$ cat config.mk
export PLATFORM = sky130hd
export DESIGN_NAME = acc_cpu_ctrl
export DESIGN_NICKNAME = d
export VERILOG_FILES = /design/src/rtl/acc_cpu_pkg.sv /design/src/rtl/enter_sync_edge.sv /design/src/rtl/acc_cpu_ctrl.sv
export SDC_FILE = /design/constraint.sdc
export NUM_CORES = 1
export LEC_CHECK = 0
export ABC_AREA = 1
export BUFFER_PORTS_ARGS = -buffer_cell sky130_fd_sc_hd__buf_4
export CAP_MARGIN = 20
export CORE_MARGIN = 2
export CORE_UTILIZATION = 45
export DETAILED_ROUTE_END_ITERATION = 16
export HOLD_SLACK_MARGIN = 0.05
export PLACE_DENSITY = 0.8
export SLEW_MARGIN = 5
export SYNTH_ARGS = -nofsm -noshare
export SYNTH_HDL_FRONTEND = slang
export SYNTH_SLANG_ARGS = --single-unit
export TNS_END_PERCENT = 20
$ cat constraint.sdc
create_clock -name clock -period 1.1 [get_ports clock]
set_input_delay 0.11 -clock clock [delete_from_list [all_inputs] [get_ports clock]]
set_output_delay 0.11 -clock clock [all_outputs]
set_load 0.005 [all_outputs]
$ cat src/rtl/acc_cpu_pkg.sv
// Shared definitions for the accumulator CPU control unit:
// state encoding, opcode constants, A-source selects and the
// control-strobe bundle with helpers that build it.
package acc_cpu_pkg;

  // FSM states; the 4-bit encoding is exported on the debug LEDs
  typedef enum logic [3:0] {
    ST_START   = 4'd0,
    ST_FETCH   = 4'd1,
    ST_DECODE  = 4'd2,
    ST_EXEC    = 4'd3,
    ST_INPUT   = 4'd4,
    ST_HALT    = 4'd5,
    ST_ILLEGAL = 4'd6,
    ST_STEP    = 4'd7
  } state_t;

  // Base opcodes (upper bit 0 when the extended set is built in)
  localparam logic [3:0] OP_LOAD  = 4'h0;
  localparam logic [3:0] OP_STORE = 4'h1;
  localparam logic [3:0] OP_ADD   = 4'h2;
  localparam logic [3:0] OP_SUB   = 4'h3;
  localparam logic [3:0] OP_IN    = 4'h4;
  localparam logic [3:0] OP_JZ    = 4'h5;
  localparam logic [3:0] OP_JPOS  = 4'h6;
  localparam logic [3:0] OP_HALT  = 4'h7;
  // Extended opcodes, reachable only with a 4-bit opcode field
  localparam logic [3:0] OP_JMP   = 4'h8;
  localparam logic [3:0] OP_NOP   = 4'h9;
  localparam logic [3:0] OP_OUT   = 4'hA;

  // A-register source selects
  localparam logic [1:0] ASEL_ADDSUB = 2'b00;
  localparam logic [1:0] ASEL_INPUT  = 2'b01;
  localparam logic [1:0] ASEL_MEM    = 2'b10;

  // Every datapath strobe the controller drives, registered as one bundle
  typedef struct packed {
    logic       irload;
    logic       jmpmux;
    logic       pcload;
    logic       meminst;
    logic       memwr;
    logic [1:0] asel;
    logic       aload;
    logic       sub;
    logic       outload;
    logic       halt;
    logic       illegal;
    logic       instr_done;
  } ctrl_t;

  // Operands that come from memory and therefore honour wait states
  function automatic logic is_mem_op(input logic [3:0] op);
    return (op == OP_LOAD) || (op == OP_ADD) || (op == OP_SUB);
  endfunction

  // 1011..1111 are unassigned in the extended set
  function automatic logic is_illegal(input logic [3:0] op);
    return op[3] && (op[2:0] > 3'd2);
  endfunction

  // Instruction fetch: address from PC, load IR, advance PC
  function automatic ctrl_t fetch_ctrl();
    ctrl_t c;
    c         = '0;
    c.irload  = 1'b1;
    c.pcload  = 1'b1;
    c.meminst = 1'b1;
    return c;
  endfunction

  // Waiting for (load=0) or taking (load=1) the operator input
  function automatic ctrl_t input_ctrl(input logic load);
    ctrl_t c;
    c            = '0;
    c.asel       = ASEL_INPUT;
    c.aload      = load;
    c.instr_done = load;
    return c;
  endfunction

  // Terminal halt, optionally flagged as caused by an unknown opcode
  function automatic ctrl_t halt_ctrl(input logic bad_op);
    ctrl_t c;
    c         = '0;
    c.halt    = 1'b1;
    c.illegal = bad_op;
    return c;
  endfunction

  // Single execute cycle for every non-waiting, non-terminal opcode
  function automatic ctrl_t exec_ctrl(input logic [3:0] op,
                                      input logic       aeq0,
                                      input logic       apos);
    ctrl_t c;
    c            = '0;
    c.instr_done = 1'b1;
    case (op)
      OP_LOAD: begin
        c.asel  = ASEL_MEM;
        c.aload = 1'b1;
      end
      OP_STORE: c.memwr = 1'b1;
      OP_ADD: begin
        c.asel  = ASEL_ADDSUB;
        c.aload = 1'b1;
      end
      OP_SUB: begin
        c.asel  = ASEL_ADDSUB;
        c.sub   = 1'b1;
        c.aload = 1'b1;
      end
      OP_JZ: begin
        c.jmpmux = aeq0;
        c.pcload = aeq0;
      end
      OP_JPOS: begin
        c.jmpmux = apos;
        c.pcload = apos;
      end
      OP_JMP: begin
        c.jmpmux = 1'b1;
        c.pcload = 1'b1;
      end
      OP_OUT:  c.outload = 1'b1;
      default: c.instr_done = 1'b1;
    endcase
    return c;
  endfunction

endpackage

$ cat src/rtl/enter_sync_edge.sv
// Enter pushbutton conditioning: two-flop synchroniser into the clock
// domain followed by an edge register. rise is a one-clock pulse on
// the clock after the synchronised level goes high.
module enter_sync_edge (
  input  logic clk,
  input  logic rst_n,
  input  logic din,
  output logic rise
);

  logic sync1;
  logic sync2;
  logic prev;

  // Synchronise the raw button and remember the previous settled level
  always_ff @(posedge clk or negedge rst_n) begin
    if (!rst_n) begin
      sync1 <= 1'b0;
      sync2 <= 1'b0;
      prev  <= 1'b0;
    end else begin
      sync1 <= din;
      sync2 <= sync1;
      prev  <= sync2;
    end
  end

  assign rise = sync2 & ~prev;

endmodule

$ cat src/rtl/acc_cpu_ctrl.sv
// Control unit for the accumulator CPU. Moore FSM that decodes the
// opcode field of IR and drives registered datapath strobes.
// Optional single-step mode: define ACC_CPU_STEP_EN to park the FSM in
// STEP after each completed instruction until the next enter press.
// Strobes are computed from the next state at each clock edge, so every
// output is glitch-free and drops to zero asynchronously on reset.
module acc_cpu_ctrl
  import acc_cpu_pkg::*;
#(
  parameter int OP_W     = 3,
  parameter int MEM_WAIT = 0
) (
  input  logic            clock,
  input  logic            reset,
  input  logic            enter,
  input  logic            Aeq0,
  input  logic            Apos,
  input  logic [OP_W-1:0] IR,
  output logic            IRload,
  output logic            JMPmux,
  output logic            PCload,
  output logic            Meminst,
  output logic            MemWr,
  output logic [1:0]      Asel,
  output logic            Aload,
  output logic            Sub,
  output logic            Outload,
  output logic            Halt,
  output logic            Illegal,
  output logic            instr_done,
  output logic [3:0]      state
);

  localparam logic [1:0] WAIT_N = 2'(MEM_WAIT);

  state_t     state_q;
  ctrl_t      ctrl_q;
  logic [1:0] wait_cnt;
  logic [3:0] op;
  logic       enter_rise;

  // A 3-bit field zero-extends onto the base half of the opcode map
  assign op = 4'(IR);

  enter_sync_edge u_enter (
    .clk   (clock),
    .rst_n (reset),
    .din   (enter),
    .rise  (enter_rise)
  );

  // Sequencer: next state plus the strobes that state will present
  always_ff @(posedge clock or negedge reset) begin
    if (!reset) begin
      state_q  <= ST_START;
      ctrl_q   <= '0;
      wait_cnt <= 2'd0;
    end else begin
      ctrl_q <= '0;
      case (state_q)
        ST_START: begin
          state_q <= ST_FETCH;
          ctrl_q  <= fetch_ctrl();
        end
        ST_FETCH: begin
          state_q  <= ST_DECODE;
          wait_cnt <= 2'd0;
        end
        ST_DECODE: begin
          if (is_mem_op(op) && (wait_cnt != WAIT_N)) begin
            wait_cnt <= wait_cnt + 2'd1;
          end else if (op == OP_IN) begin
            state_q <= ST_INPUT;
            ctrl_q  <= input_ctrl(1'b0);
          end else if (op == OP_HALT) begin
            state_q <= ST_HALT;
            ctrl_q  <= halt_ctrl(1'b0);
          end else if (is_illegal(op)) begin
            state_q <= ST_ILLEGAL;
            ctrl_q  <= halt_ctrl(1'b1);
          end else begin
            state_q <= ST_EXEC;
            ctrl_q  <= exec_ctrl(op, Aeq0, Apos);
          end
        end
        ST_INPUT: begin
          // Only an edge seen while already waiting counts as a press
          if (enter_rise) begin
            state_q <= ST_EXEC;
            ctrl_q  <= input_ctrl(1'b1);
          end else begin
            ctrl_q <= input_ctrl(1'b0);
          end
        end
        ST_EXEC: begin
`ifdef ACC_CPU_STEP_EN
          state_q <= ST_STEP;
`else
          state_q <= ST_FETCH;
          ctrl_q  <= fetch_ctrl();
`endif
        end
`ifdef ACC_CPU_STEP_EN
        ST_STEP: begin
          if (enter_rise) begin
            state_q <= ST_FETCH;
            ctrl_q  <= fetch_ctrl();
          end
        end
`endif
        ST_HALT:    ctrl_q <= halt_ctrl(1'b0);
        ST_ILLEGAL: ctrl_q <= halt_ctrl(1'b1);
        default:    state_q <= ST_START;
      endcase
    end
  end

  assign IRload     = ctrl_q.irload;
  assign JMPmux     = ctrl_q.jmpmux;
  assign PCload     = ctrl_q.pcload;
  assign Meminst    = ctrl_q.meminst;
  assign MemWr      = ctrl_q.memwr;
  assign Asel       = ctrl_q.asel;
  assign Aload      = ctrl_q.aload;
  assign Sub        = ctrl_q.sub;
  assign Outload    = ctrl_q.outload;
  assign Halt       = ctrl_q.halt;
  assign Illegal    = ctrl_q.illegal;
  assign instr_done = ctrl_q.instr_done;
  assign state      = state_q;

endmodule

; Word-level counts from Yosys, hierarchy flattened
; Cells that the tools add are included.
[op_classes]
n_addsub = 1
eq_ne = 16
n_mux = 16
bitwise = 3
reduce_logical = 12
[ops]
columns = operator, count
row1 = 13-bit one-hot mux with 5 select lines, 1
row2 = 12-bit 2-to-1 mux, 3
row3 = 4-bit one-hot mux with 5 select lines, 1
row4 = "3-bit == test, second input constant", 4
row5 = "4-bit by 3-bit == test with 1-bit output, second input constant", 3
row6 = "4-bit by 2-bit == test with 1-bit output, second input constant", 2
row7 = 4-bit logical NOT, 2
row8 = 4-bit 2-to-1 mux, 2
row9 = 2-bit one-hot mux with 2 select lines, 2
row10 = "3-bit by 2-bit == test with 1-bit output, second input constant", 2
row11 = 3-bit 2-to-1 mux, 2
row12 = 6-bit 2-to-1 mux, 1
row13 = "2-bit != test, second input constant", 3
row14 = 3-bit one-hot mux with 2 select lines, 1
row15 = 2-bit OR reduction, 3
row16 = "4-bit by 1-bit == test with 1-bit output, second input constant", 1
row17 = 2-bit nonzero test, 2
row18 = "3-bit by 1-bit == test with 1-bit output, second input constant", 1
row19 = 3-bit AND reduction, 1
row20 = "2-bit by 1-bit adder with 2-bit output, second input constant", 1
row21 = 1-bit logical OR, 2
row22 = 1-bit 2-to-1 mux, 2
row23 = 2-bit 2-to-1 mux, 1
row24 = 1-bit inverter, 2
row25 = other kinds (3), 3
[totals]
regBits = 22
output_inout_bits = 17

; Longest topological paths before layout
[depth]
word_depth = 7
depth_mapped = 9

; Hierarchy
; Synthesis repeated with hierarchy kept, for this count alone.
[hier_totals]
hier_cells = 103
area_unflattened_um2 = 887.1
[modules_own_cells]
columns = module, n_inst, cells_each, area_per_inst_um2, seq_area_each_um2
row1 = acc_cpu_ctrl, 1, 98, 802.0, 400.4
row2 = enter_sync_edge, 1, 5, 85.1, 75.1

; Worst setup path before layout
; OpenSTA, ideal clock, no wires.
[synth_path]
path_kind = register -> register
startpoint = reg wait_cnt[0]
endpoint = reg state_q[1], in the netlist state[1]
setup_time_ps = 65
arrival_ps = 1046
slack_ps = -11
path_stages_with_launch = 10
synth_period_minus_slack_ps = 1111
path_cell_list = dfrtp_1 -> inv_1 -> ha_1 -> inv_1 -> nand3_2 -> inv_1 -> nand2_1 -> nand2_1 -> nand2_1 -> nand2_1
[synth_between]
elab_chain_cells = 4
[synth_rtl]
columns = element, line
row1 = start: declaration, acc_cpu_ctrl.sv:38  ; logic [1:0] wait_cnt;
row2 = start signal: assignment, acc_cpu_ctrl.sv:71  ; wait_cnt <= wait_cnt + 2'd1;
row3 = 2-bit nonzero test, acc_cpu_ctrl.sv:70  ; if (is_mem_op(op) && (wait_cnt != WAIT_N)) begin
row4 = 1-bit logical AND, acc_cpu_ctrl.sv:70
row5 = 2-bit != test (no source line), -
row6 = 3-bit AND reduction (no source line), -
row7 = end signal: assignment, acc_cpu_ctrl.sv:73  ; state_q <= ST_INPUT;
row8 = end signal: assignment, acc_cpu_ctrl.sv:76  ; state_q <= ST_HALT;
row9 = end signal: assignment, acc_cpu_ctrl.sv:79  ; state_q <= ST_ILLEGAL;
row10 = end: declaration, acc_cpu_ctrl.sv:36  ; state_t state_q;
; Every way passes these cells.
; A chain may end at the register's enable or synchronous reset.

; Worst setup path in the final report
[layout_path]
startpoint = reg state_q[0], in the netlist state[0]
endpoint = reg state_q[1], in the netlist state[1]
[layout_between]
elab_chain_cells = 4
elab_cells_between_ends = 14
classes_between = 8 x eq/ne / 1 x mux / 1 x bitwise / 4 x reduce/logical
[layout_rtl]
columns = element, line
row1 = start signal: assignment, acc_cpu_ctrl.sv:55  ; state_q <= ST_START;
row2 = start signal: assignment, acc_cpu_ctrl.sv:62  ; state_q <= ST_FETCH;
row3 = start signal: assignment, acc_cpu_ctrl.sv:66  ; state_q <= ST_DECODE;
row4 = branches (longest 4 deep; another with 4-bit one-hot mux with 5 select lines), -
; Parallel ways; which one is timed is not known.

==> results <==
- Counting the buffers created by CTS gives 3.
- The die extent in y is 48.8 um.
- The worst hold path belongs to the class in -> reg.
- The critical path arrival is 1.42 ns.
- For this design, the sink count on the clock tree is 19.
- The library cell appearing most often on the critical path is sky130_fd_sc_hd__nand2_1.
- Timing would allow up to 0.850 GHz.
- The clock root buffer is sky130_fd_sc_hd__clkbuf_4.
- The share of post-route cells with drive strength above 1 is 49.3%.
- The final reports fail on negative setup slack.
- The count of distinct cell types in the synthesized netlist is 19.
- The finished cells cover 1330 um2.
- TritonCTS built the clock tree.
- The repair_antennas step left the layout with diodes totalling 0.
- The xor/xnor share of the synthesized area is 0%.
- The run finished, with violations left.
- The number of top-level pins is 25.
- The smallest clock period supported by the final layout is computed as 1.18 ns.
- The net count of the finished layout is 156.
- The sequential-to-total area share from yosys stat is 52.7%.
- The critical path class is reg -> reg.
- The floorplan die area is 2380 um2.
- The largest total area in the synthesized netlist belongs to sky130_fd_sc_hd__dfrtp_1.
- The remaining routing DRC violations is 0.
- Of the total synthesized cell area, the portion taken by full adders, half adders and majority gates is 1.39%.
- The synthesized netlist devotes 31.1% of its cell area to simple gates.
- The number of fillers in the final layout is 165.
- The synthesized-area fraction occupied by ao, oa, aoi and oai cells is 3.88%.
- Walking the worst path, the cells encountered are inv_2, nand3_4, clkinv_4, nand3_2, nand2_1, nand2_1, nand2_1.
- The final clock skew is 0.00257 ns.
- The number of vias in the routed layout is 820.
- Across the run, the number of max-cap violations was 0.
- In this run the deepest clock path goes through 2 buffers.
- Synthesis inferred 19 register bits.
- In this run, synthesis inferred 0 flip-flops with an integrated enable.
- The final count of pins violating max slew was 0.
- In this run the number of H-tree levels came out at 1.
- The post-synthesis async set-or-reset flop share is 100%.
- The endpoint kind of the worst setup timing path is a flip-flop.
- The mapped netlist covers 902 um2.
- In this run the static leakage power is 0.727 nW.
- Among all cell types in the netlist, the one instantiated most often is sky130_fd_sc_hd__nand2_1.
- The via-per-instance ratio is 4.74.
- Synthesis handed over a netlist of 106 instances.
- The count of synthesis-stage warnings from yosys is 0.
- The remaining global-route overflow is 0.
- The total detailed-routing wirelength is 2080 um.
- The number of global-route vias before repair is 803.
- The average instance in the mapped netlist occupies 8.51 um2.
- At the later pin of the worst-skew pair, clock insertion delay measures 0.30 ns.
- STA puts the critical path data required time at 1.35 ns.
- Hold timing on the final database bottoms out at a slack of 0.0830 ns.
- After the first detailed-routing iteration, the DRC count stood at 13.
- The slowest stage of the critical path belongs to the cell sky130_fd_sc_hd__dfrtp_2.
- After clock tree synthesis, the clock-pin slew on the worst setup and hold paths is 0.10 ns.
- The first global-routing pass estimated 3510 um of wire.
- Sorting the synthesized cells by area gives the leading types as sky130_fd_sc_hd__dfrtp_1 53%, sky130_fd_sc_hd__nand2_1 11%, sky130_fd_sc_hd__nand3_1 6.7%.
- The largest incremental delay on the critical path is 0.49 ns.
- Summed over its instances, the top area cell type makes up 52.7% of the synthesized netlist area.
- The total cell area at the placement stage is 1140 um2.
- Measured against the total synthesized area, the mux share comes to 0%.
- The power density over the cells is 1960 nW/um2.
- The total global routing track utilization is 19.4%.
- The number of detailed-routing iterations run before antenna repair is 5.
- Ranked by instance count, the synthesized netlist is headed by 26 x sky130_fd_sc_hd__nand2_1, 19 x sky130_fd_sc_hd__dfrtp_1, 14 x sky130_fd_sc_hd__inv_1.
- The HPWL after detailed placement is 1430 um.
- The final weighted congestion of routability-driven global placement is 0.815.
- The biggest fanout along the worst timing path is 7.
- The number of hold violations in the final report is 0.
- Measured along the x axis, the die boundary spans 48.8 um.
- The layout overhead on the synthesized area is 47.2%.
- The floorplan has 16 rows.
- After floorplanning, the core was sized to cover 1920 um2.
- The number of antenna violations at the first check in global routing was 0.
- The number of port buffers is 22.
- Entering global routing, the biggest net connects 20 pins.
- The remaining antenna violation count after routing is 0.
- The final routed wire length divided by cell count is 12.0 um.
- The final clock period utilization by the worst path is 107%.
- Setup violations remaining at the end of the flow were counted as 8.
- The maximum VDD drop is 1.08 mV.
- The leading register cell type out of synthesis is sky130_fd_sc_hd__dfrtp_1.
- After synthesis, the largest family of logic cells by area is simple AND/OR/NAND/NOR gates.
- Across all setup checks in the final design, the least slack found is -0.0758 ns.
- Setup repair after global routing could not meet its margin everywhere.
- The type of origin of the critical path is a flip-flop.
- For this configuration, the core starts out at a cell density of 46.9%.
## worst max-delay path: cells and delay by family, from the launching register on
family,cells,cell delay [ns]
AND/OR/NAND/NOR,5,0.40
flip-flops,1,0.49
buffers and inverters,2,0.21
## routing by layer
metal	routed length [um]	global-route usage (%)	up-vias
met2	1150	34.7	21
met1	822	22.8	394
met5	0	0	-
li1	-	-	400
met3	58	1.84	5
met4	47	10.5	0
## cells by family after synthesis
kind of cell,count (synthesis)
buf+inv,20
compound gates,7
flops,19
other cells,1
simple gates,58
fa+ha+maj,1
## timing repair
item                                   CTS  global route
resized for setup                       22            10
setup endpoints to repair               14            14
setup buffers                            4             1
hold buffers                             3             0
pin swaps                                5             1
endpoints found under the hold margin   21             0
## report_power, final
group / leakage (nW) / switching [mW] / internal (mW)
clock network: 0.0177 / 0.222 / 0.136
logic: 0.465 / 0.611 / 0.612
registers: 0.244 / 0.168 / 0.857
total: 0.727 / 1.00 / 1.61
## layout by cell type (no fill, tap or decap)
cell,n
sky130_fd_sc_hd__a21oi_1,1
sky130_fd_sc_hd__buf_4,31
sky130_fd_sc_hd__buf_6,5
sky130_fd_sc_hd__clkbuf_4,3
sky130_fd_sc_hd__clkinv_2,1
sky130_fd_sc_hd__clkinv_4,1
sky130_fd_sc_hd__conb_1,2
sky130_fd_sc_hd__dfrtp_1,16
sky130_fd_sc_hd__dfrtp_2,3
sky130_fd_sc_hd__dlygate4sd3_1,3
sky130_fd_sc_hd__ha_4,1
sky130_fd_sc_hd__inv_1,8
sky130_fd_sc_hd__inv_2,7
sky130_fd_sc_hd__nand2_1,25
sky130_fd_sc_hd__nand2_2,5
sky130_fd_sc_hd__nand2_4,1
sky130_fd_sc_hd__nand3_1,10
sky130_fd_sc_hd__nand3_2,2
sky130_fd_sc_hd__nand3_4,2
sky130_fd_sc_hd__nor2_1,5
sky130_fd_sc_hd__nor2_2,4
sky130_fd_sc_hd__nor2_4,2
sky130_fd_sc_hd__nor3_2,2
sky130_fd_sc_hd__o21ai_0,1
sky130_fd_sc_hd__o21ai_1,3
sky130_fd_sc_hd__o21ai_2,2
## stage by stage
stage               power (mW)  cells  setup TNS [ns]  utilization [%]  setup WS [ns]
floorplan                 1.53    107               0                -        0.00903
global placement          1.98    161          -0.307             59.4        -0.0523
detailed placement        2.02    161          -0.747             59.4         -0.111
CTS                       2.49    172          -0.217             67.0        -0.0532
global route              2.80    173           -1.01             69.1         -0.140
finish                    2.61    173          -0.367             69.1        -0.0758
## sequential cells by signal, summed over array words and instances, names as in the netlist
name           count
Aload              1
Asel               2
Halt               1
IRload             1
Illegal            1
JMPmux             1
MemWr              1
PCload             1
Sub                1
instr_done         1
state              3
u_enter.prev       1
u_enter.sync1      1
u_enter.sync2      1
wait_cnt           2
## final cells by class
type / count / area, um2 / area share (%)
clock inverters: 1 / 5.00 / 0.377
inverters: 16 / 65.1 / 4.90
multi-input cells: 68 / 403 / 30.3
repair buffers: 39 / 319 / 24.0
well taps: 27 / 33.8 / 2.54
flip-flops and latches: 19 / 479 / 36.1
clock buffers: 3 / 22.5 / 1.70
## path summary, 6_finish.rpt
check / from / cells past startpoint / endpoint / slack, ns
max: state[0] / 7 / state[1] / -0.08
min: IR[2] / 3 / JMPmux / 0.08
max reg2reg: state[0] / 7 / state[1] / -0.08
min reg2reg: u_enter.sync1 / 0 / u_enter.sync2 / 0.36
max in group asynchronous: reset / 2 / state[1] / 0.70
min in group asynchronous: reset / 2 / u_enter.prev / 0.19
Note: power is estimated with default switching activity, not from simulation.
